`src/rtl/mem_ctrl_pkg.sv`:
```
// Shared types and constants for the cache memory controller and its helpers.
package mem_ctrl_pkg;

  localparam int ADDR_W      = 15;
  localparam int DATA_W      = 32;
  localparam int MEM_LAT_DEF = 4;
  localparam int WAIT_W      = 4;

  typedef enum logic [2:0] {
    IDLE,
    LOOKUP,
    MISS_WAIT,
    FILL,
    RESPOND
  } state_t;

endpackage

```
`src/rtl/sat_counter.sv`:
```
// Saturating up-counter with synchronous clear; clear wins over a coincident increment.
module sat_counter #(
  parameter int W = 16
) (
  input  logic         clk,
  input  logic         rst_n,
  input  logic         clr,
  input  logic         inc,
  output logic [W-1:0] count
);

  always_ff @(posedge clk or negedge rst_n) begin
    if (!rst_n) begin
      count <= '0;
    end else if (clr) begin
      count <= '0;
    end else if (inc && (count != '1)) begin
      count <= count + 1'b1;
    end
  end

endmodule

```
`src/rtl/cache_mem_controller.sv`:
```
// Read-only cache controller: looks up the datapath, waits out main-memory latency on a
// miss, fills the line once, re-looks-up, and returns one word per CPU request.
module cache_mem_controller
  import mem_ctrl_pkg::*;
#(
  parameter int MEM_LAT = MEM_LAT_DEF,
  parameter int CNT_W   = 16
) (
  input  logic              globalclock,
  input  logic              reset,
  input  logic              cpu_req,
  input  logic [ADDR_W-1:0] cpu_addr,
  output logic              cpu_ready,
  output logic              cpu_valid,
  output logic [DATA_W-1:0] cpu_rdata,
  output logic              cpu_err,
  input  logic              clr_stats,
  output logic [ADDR_W-1:0] dp_addr,
  output logic              dp_wrEn,
  input  logic              dp_hit,
  input  logic [DATA_W-1:0] dp_rdata,
  output logic [CNT_W-1:0]  hit_count,
  output logic [CNT_W-1:0]  miss_count
);

  state_t              state;
  logic [ADDR_W-1:0]   addr_q;
  logic [WAIT_W-1:0]   wait_cnt;
  logic                refill;
  logic                hit_inc;
  logic                miss_inc;

  // In IDLE the datapath already sees the incoming address so the lookup can start next cycle.
  assign dp_addr = (state == IDLE) ? cpu_addr : addr_q;

  // Only the first lookup of a transaction is counted; the post-fill lookup is not.
  assign hit_inc  = (state == LOOKUP) && !refill && dp_hit;
  assign miss_inc = (state == LOOKUP) && !refill && !dp_hit;

  always_ff @(posedge globalclock or negedge reset) begin
    if (!reset) begin
      state     <= IDLE;
      addr_q    <= '0;
      wait_cnt  <= '0;
      refill    <= 1'b0;
      cpu_ready <= 1'b1;
      cpu_valid <= 1'b0;
      cpu_err   <= 1'b0;
      cpu_rdata <= '0;
      dp_wrEn   <= 1'b0;
    end else begin
      cpu_valid <= 1'b0;
      dp_wrEn   <= 1'b0;
      case (state)
        IDLE: begin
          if (cpu_req) begin
            addr_q    <= cpu_addr;
            cpu_ready <= 1'b0;
            state     <= LOOKUP;
          end
        end
        LOOKUP: begin
          if (dp_hit) begin
            cpu_rdata <= dp_rdata;
            cpu_err   <= 1'b0;
            cpu_valid <= 1'b1;
            state     <= RESPOND;
          end else if (refill) begin
            // Line still absent after a fill: report an error with a zero word.
            cpu_rdata <= '0;
            cpu_err   <= 1'b1;
            cpu_valid <= 1'b1;
            state     <= RESPOND;
          end else begin
            wait_cnt <= WAIT_W'(MEM_LAT - 1);
            state    <= MISS_WAIT;
          end
        end
        MISS_WAIT: begin
          if (wait_cnt == '0) begin
            dp_wrEn <= 1'b1;
            state   <= FILL;
          end else begin
            wait_cnt <= wait_cnt - 1'b1;
          end
        end
        FILL: begin
          refill <= 1'b1;
          state  <= LOOKUP;
        end
        RESPOND: begin
          refill    <= 1'b0;
          cpu_ready <= 1'b1;
          state     <= IDLE;
        end
        default: begin
          refill    <= 1'b0;
          cpu_ready <= 1'b1;
          state     <= IDLE;
        end
      endcase
    end
  end

  sat_counter #(.W(CNT_W)) u_hit_cnt (
    .clk   (globalclock),
    .rst_n (reset),
    .clr   (clr_stats),
    .inc   (hit_inc),
    .count (hit_count)
  );

  sat_counter #(.W(CNT_W)) u_miss_cnt (
    .clk   (globalclock),
    .rst_n (reset),
    .clr   (clr_stats),
    .inc   (miss_inc),
    .count (miss_count)
  );

endmodule

```
`config.mk`:
```
export PLATFORM = sky130hd
export DESIGN_NAME = cache_mem_controller
export DESIGN_NICKNAME = d
export VERILOG_FILES = /design/src/rtl/mem_ctrl_pkg.sv /design/src/rtl/sat_counter.sv /design/src/rtl/cache_mem_controller.sv
export SDC_FILE = /design/constraint.sdc
export NUM_CORES = 1
export LEC_CHECK = 0
export ABC_AREA = 1
export BUFFER_PORTS_ARGS = -buffer_cell sky130_fd_sc_hd__clkbuf_2
export CAP_MARGIN = 20
export CORE_UTILIZATION = 50
export DETAILED_ROUTE_END_ITERATION = 6
export GPL_TIMING_DRIVEN = 1
export PLACE_DENSITY = 0.78
export REMOVE_ABC_BUFFERS = 1
export SETUP_SLACK_MARGIN = 0.1
export SLEW_MARGIN = 20
export SYNTH_ARGS = -nofsm -noshare
export SYNTH_HDL_FRONTEND = slang
export SYNTH_SLANG_ARGS = --single-unit
```
`constraint.sdc`:
```
create_clock -name globalclock -period 4.67 [get_ports globalclock]
set_input_delay 0.7005 -clock globalclock [delete_from_list [all_inputs] [get_ports globalclock]]
set_output_delay 0.7005 -clock globalclock [all_outputs]
set_load 0.005 [all_outputs]
```
Word-level counts from Yosys, hierarchy flattened
Index checks and enable logic that the tools add are counted.
{"block": "op_classes", "addsub": 3, "eq_ne": 10, "n_mux": 26, "n_bitwise": 1, "reduce_logical": 20}
{"op": "$mux W16", "n": 4}
{"op": "$mux W32", "n": 2}
{"op": "$add A16 B1 Y16 const B", "n": 2}
{"op": "$ne A16 B16 Y1 const B", "n": 2}
{"op": "$mux W15", "n": 1}
{"op": "$mux W3", "n": 4}
{"op": "$mux W4", "n": 3}
{"op": "$pmux W3 S4", "n": 1}
{"op": "$ne A2 B2 Y1 const B", "n": 5}
{"op": "$mux W1", "n": 8}
{"op": "$pmux W4 S2", "n": 1}
{"op": "$reduce_and A2 Y1", "n": 4}
{"op": "$reduce_bool A2 Y1", "n": 4}
{"op": "$eq A3 B2 Y1 const B", "n": 2}
{"op": "$reduce_or A3 Y1", "n": 2}
{"op": "$logic_and A1 B1 Y1", "n": 5}
{"op": "$logic_not A4 Y1", "n": 1}
{"op": "$pmux W1 S2", "n": 2}
{"op": "$reduce_and A4 Y1", "n": 1}
{"op": "$sub A4 B1 Y4 const B", "n": 1}
{"op": "$eq A3 B1 Y1 const B", "n": 1}
{"op": "$logic_not A3 Y1", "n": 1}
{"op": "$logic_not A1 Y1", "n": 2}
{"op": "$not A1 Y1", "n": 1}
{"block": "totals", "ff_bits": 91, "wordCells": 71}

Depth between registers and ports, before layout
{"block": "depth", "word_depth": 6, "mapped_depth": 10, "ltp_nobuf": 10}

Cells and area by module
Synthesis repeated with hierarchy kept, for this count alone.
{"block": "hier_totals", "cells_unflattened": 585, "hier_area_um2": 4608.2}
{"module": "cache_mem_controller", "n_inst": 1, "cells_each": 297, "area_per_inst_um2": 2533.7}
{"module": "sat_counter", "n_inst": 2, "cells_each": 144, "area_per_inst_um2": 1037.2}

Least setup slack after synthesis
No wires, ideal clock.
{"block": "synth_path", "kind": "reg-to-output", "startpoint": "register state[0]", "endpoint": "output dp_addr[0]", "arrival_ps": 987, "required_ps": 3970, "slack_ps": 2982, "stages_incl_launch_ff": 5, "path_buffers": 1, "cell_sequence": "dfrtp_1 nor2_1 nand2_1 clkbuf_1 o21ai_0"}
{"block": "synth_via", "elab_chain_cells": 2}
{"item": "start: declaration", "line": "cache_mem_controller.sv:26", "source": "state_t state;"}
{"item": "start signal: assignment", "line": "cache_mem_controller.sv:42", "source": "state <= IDLE;"}
{"item": "start signal: assignment", "line": "cache_mem_controller.sv:59", "source": "state <= LOOKUP;"}
{"item": "start signal: assignment", "line": "cache_mem_controller.sv:67", "source": "state <= RESPOND;"}
{"item": "$logic_not A3 Y1", "line": "cache_mem_controller.sv:34", "source": "assign dp_addr = (state == IDLE) ? cpu_addr : addr_q;"}
{"item": "$mux W15", "line": "cache_mem_controller.sv:34"}
{"item": "end: declaration", "line": "cache_mem_controller.sv:18", "source": "output logic [ADDR_W-1:0] dp_addr,"}
No other way between the ends.

Worst setup path after layout
{"block": "layout_path", "startpoint": "register state[2]", "endpoint": "output dp_addr[11]"}
The elaborated chain is that of the path after synthesis.

==> results.sh <==
export IMPL_fin_crit_ps=2640
export IMPL_drcViolationCount=16
export IMPL_fin_worst_skew_ps=10.6
export IMPL_hold_viol=0
export IMPL_cts_made_buffers=9
export IMPL_tightest_slew_ps=905
export IMPL_synth_top_cells_by_area="dfrtp_1 (49%), nand2_1 (16%), o21ai_0 (8.3%)"
export IMPL_peakVddDrop_mv=0.304
export IMPL_synth_top_cell_by_area="dfrtp_1"
export IMPL_setup_viol=0
export IMPL_drive_above_1_share=0.235
export IMPL_synth_top_area_frac=0.492
export IMPL_mostFrequentLayoutCell="nand2_1"
export IMPL_relSlewSlack=0.395
export IMPL_critPathLaunchType="flip-flop"
export IMPL_slew_viol_final=0
export IMPL_ys_seq_elements=91
export IMPL_finalWeightedCongestion=0.838
export IMPL_synth_top_family_by_area="simple AND/OR/NAND/NOR gates"
export IMPL_drv_cap=0
export IMPL_violations="DRC"
export IMPL_die_y_um=97.6
export IMPL_top_usage_layer="met2"
export IMPL_grtUsageMet3=0.0396
export IMPL_r2r_slack_ps=2520
export IMPL_place_inst=821
export IMPL_via_per_inst=5.08
export IMPL_first_iter_violations=160
export IMPL_setup_tns_final_ps=0
export IMPL_cp_cell_sequence="nor2_1 -> nand2_1 -> o21ai_0 -> clkbuf_2"
export IMPL_grt_remaining_overflow=0
export IMPL_cts_max_level=3
export IMPL_p_leak_nw=3.08
export IMPL_synthSimpleGateAreaFrac=0.305
export IMPL_vias=4250
export IMPL_grt_antenna_before_repair=0
export IMPL_yosysWarnings=0
export IMPL_slowest_delay_ps=480
export IMPL_cts_sinks=91
export IMPL_synth_xor_area_frac=0.0192
export IMPL_portBuffers=134
export IMPL_dp_hpwl_um=7340
export IMPL_diodes=0
export IMPL_drtPass1Iterations=7
export IMPL_grt_pass1_vias=3872
export IMPL_avgRoutedWirePerCell_um=12.2
export IMPL_r2r_start="state[1]$_DFFE_PN0P_"
export IMPL_synth_cell_area_um2=4570
export IMPL_coreArea_um2=8810
export IMPL_grt_use_total=0.223
export IMPL_cts_resized=0
export IMPL_final_nets=779
export IMPL_root_buffer="clkbuf_8"
export IMPL_synth_compound_area_share=0.101
export IMPL_reg2reg_to="cpu_rdata[24]$_DFFE_PN0P_"
export IMPL_rows=34
export IMPL_required_ps=3970
export IMPL_syn_to_final_growth_pct=21.0
export IMPL_synth_area_per_cell_um2=7.67
export IMPL_cp_max_fo=31
export IMPL_fmax_mhz=379
export IMPL_grt_max_degree=51
export IMPL_fill_cells=799
export IMPL_dieArea_um2=9530
export IMPL_start_util=0.519
export IMPL_endpoint_kind="output port"
export IMPL_fp_dieW_um=97.6
export IMPL_ys_types=28
export IMPL_final_cell_mix="nand2_1 (198), clkbuf_2 (133), dfrtp_1 (90), o21ai_0 (76), inv_1 (54)"
export IMPL_grt_pass1_wl_um=17400
export IMPL_cts_tree="done"
export IMPL_yosysSeqAreaShare=0.498
export IMPL_reg2regPathDepth=7
export IMPL_worst_ep_arrival_time_ps=1940
export IMPL_critPathBufInv=1
export IMPL_syn_inst=596
export IMPL_clock_path_buffers=2
export IMPL_hold_buffers=0
export IMPL_grtUsageMet2=0.374
export IMPL_dp_slack_ps=2430
export IMPL_synth_adder_area_share=0.00821
export IMPL_clk_latency_ps=360
export IMPL_multi_input_area_um2=1980
export IMPL_clk_pin_slew_ps=100
export IMPL_seq_area_um2=2280
export IMPL_layout_setup_ws_ps=2030
export IMPL_status="finished with violations"
export IMPL_global_route_usage_met1=0.293
export IMPL_fin_crit_sh=0.565
export IMPL_totalWireLength_um=10200
export IMPL_worst_path_dominant_cell_family="simple AND/OR/NAND/NOR gates"
export IMPL_post_cts_buffers=0
export IMPL_detail_route_antenna_nets=0
export IMPL_crit_path_top_delay_cell="nand2_1"
export IMPL_power_density_nw_per_um2=490
export IMPL_synth_area_mux_share=0
export IMPL_worstSetupPathType="reg2out"
export IMPL_io_pins=135
export IMPL_rsz0062_at_grt="false"
export IMPL_stdcell_count=837
export IMPL_hp_class="in2async"
sequential cells by signal, indices dropped and copies added (netlist names), 3 cells and up:
register,cells
cpu_rdata,32
state,3
u_hit_cnt.count,16
addr_q,15
wait_cnt,4
u_miss_cnt.count,16
per-layer routing:
layer | up-vias | share of wire | wire (um)
li1 | 2153 | - | -
met1 | 1954 | 0.46 | 4710
met2 | 135 | 0.47 | 4790
met3 | 8 | 0.064 | 652
met4 | 0 | 0.0084 | 86
met5 | - | 0 | 0
metrics by stage:
stage	hold slack (ps)	util	total power [mW]	cell area, um^2
after CTS	325	0.628	2.75	5530
after global routing	351	0.628	2.94	5530
final	308	0.628	2.71	5530
after detailed placement	479	0.603	2.17	5310
after floorplan	405	-	1.72	4480
after global placement	469	0.603	2.12	5310
cell families (layout without fill, tap and decap cells):
| kind of cell | after synthesis | count (layout) |
|---|---|---|
| XOR/XNOR | 10 | 10 |
| AND/OR/NAND/NOR | 322 | 322 |
| buffers and inverters | 80 | 213 |
| adder cells (fa/ha/maj) | 3 | 3 |
| AO/OA/AOI/OAI | 90 | 90 |
| flip-flops | 91 | 91 |
worst reg2reg max path: cells and delay by family (launching register included):
kind | cells | cell delay, ps
buffers and inverters | 2 | 860
DFF | 1 | 440
and+or+nand+nor | 5 | 800
cells in the mapped netlist (all sizes together):
master	instances
inv	58
clkbuf	14
nor3	3
o21ai	80
nand4	13
xnor2	2
ha	3
nand2	204
buf	6
dfstp	1
o21bai	4
a21oi	5
nand3	50
nor2	52
xor2	8
clkinv	2
dfrtp	90
a31oi	1
how the worst max path moves through the flow:
stage / from / end / slack, ps / cells after the start
final: state[2]$_DFFE_PN0P_ / dp_addr[11] / 2030 / 4
after global placement: state[2]$_DFFE_PN0P_ / dp_addr[3] / 2500 / 4
after detailed placement: state[2]$_DFFE_PN0P_ / dp_addr[9] / 2430 / 4
after floorplan: dp_hit / u_miss_cnt.count[1]$_DFFE_PN0P_ / 2690 / 7
after CTS: state[2]$_DFFE_PN0P_ / dp_addr[4] / 2020 / 4
after global routing: state[2]$_DFFE_PN0P_ / dp_addr[6] / 1730 / 4
cell type report:
type                            count  share of cell area
Clock buffer                        9              0.0224
Clock inverter                      7              0.0170
Inverter                           60              0.0407
Multi-Input combinational cell    425               0.358
Sequential cell                    91               0.412
Tap cell                          108              0.0244
Timing Repair Buffer              137               0.126
power breakdown:
part,internal (mW),switching [mW]
combinational,0.368,0.608
sequential,1.03,0.142
clock,0.262,0.307
Note: power is estimated with default switching activity, not from simulation.
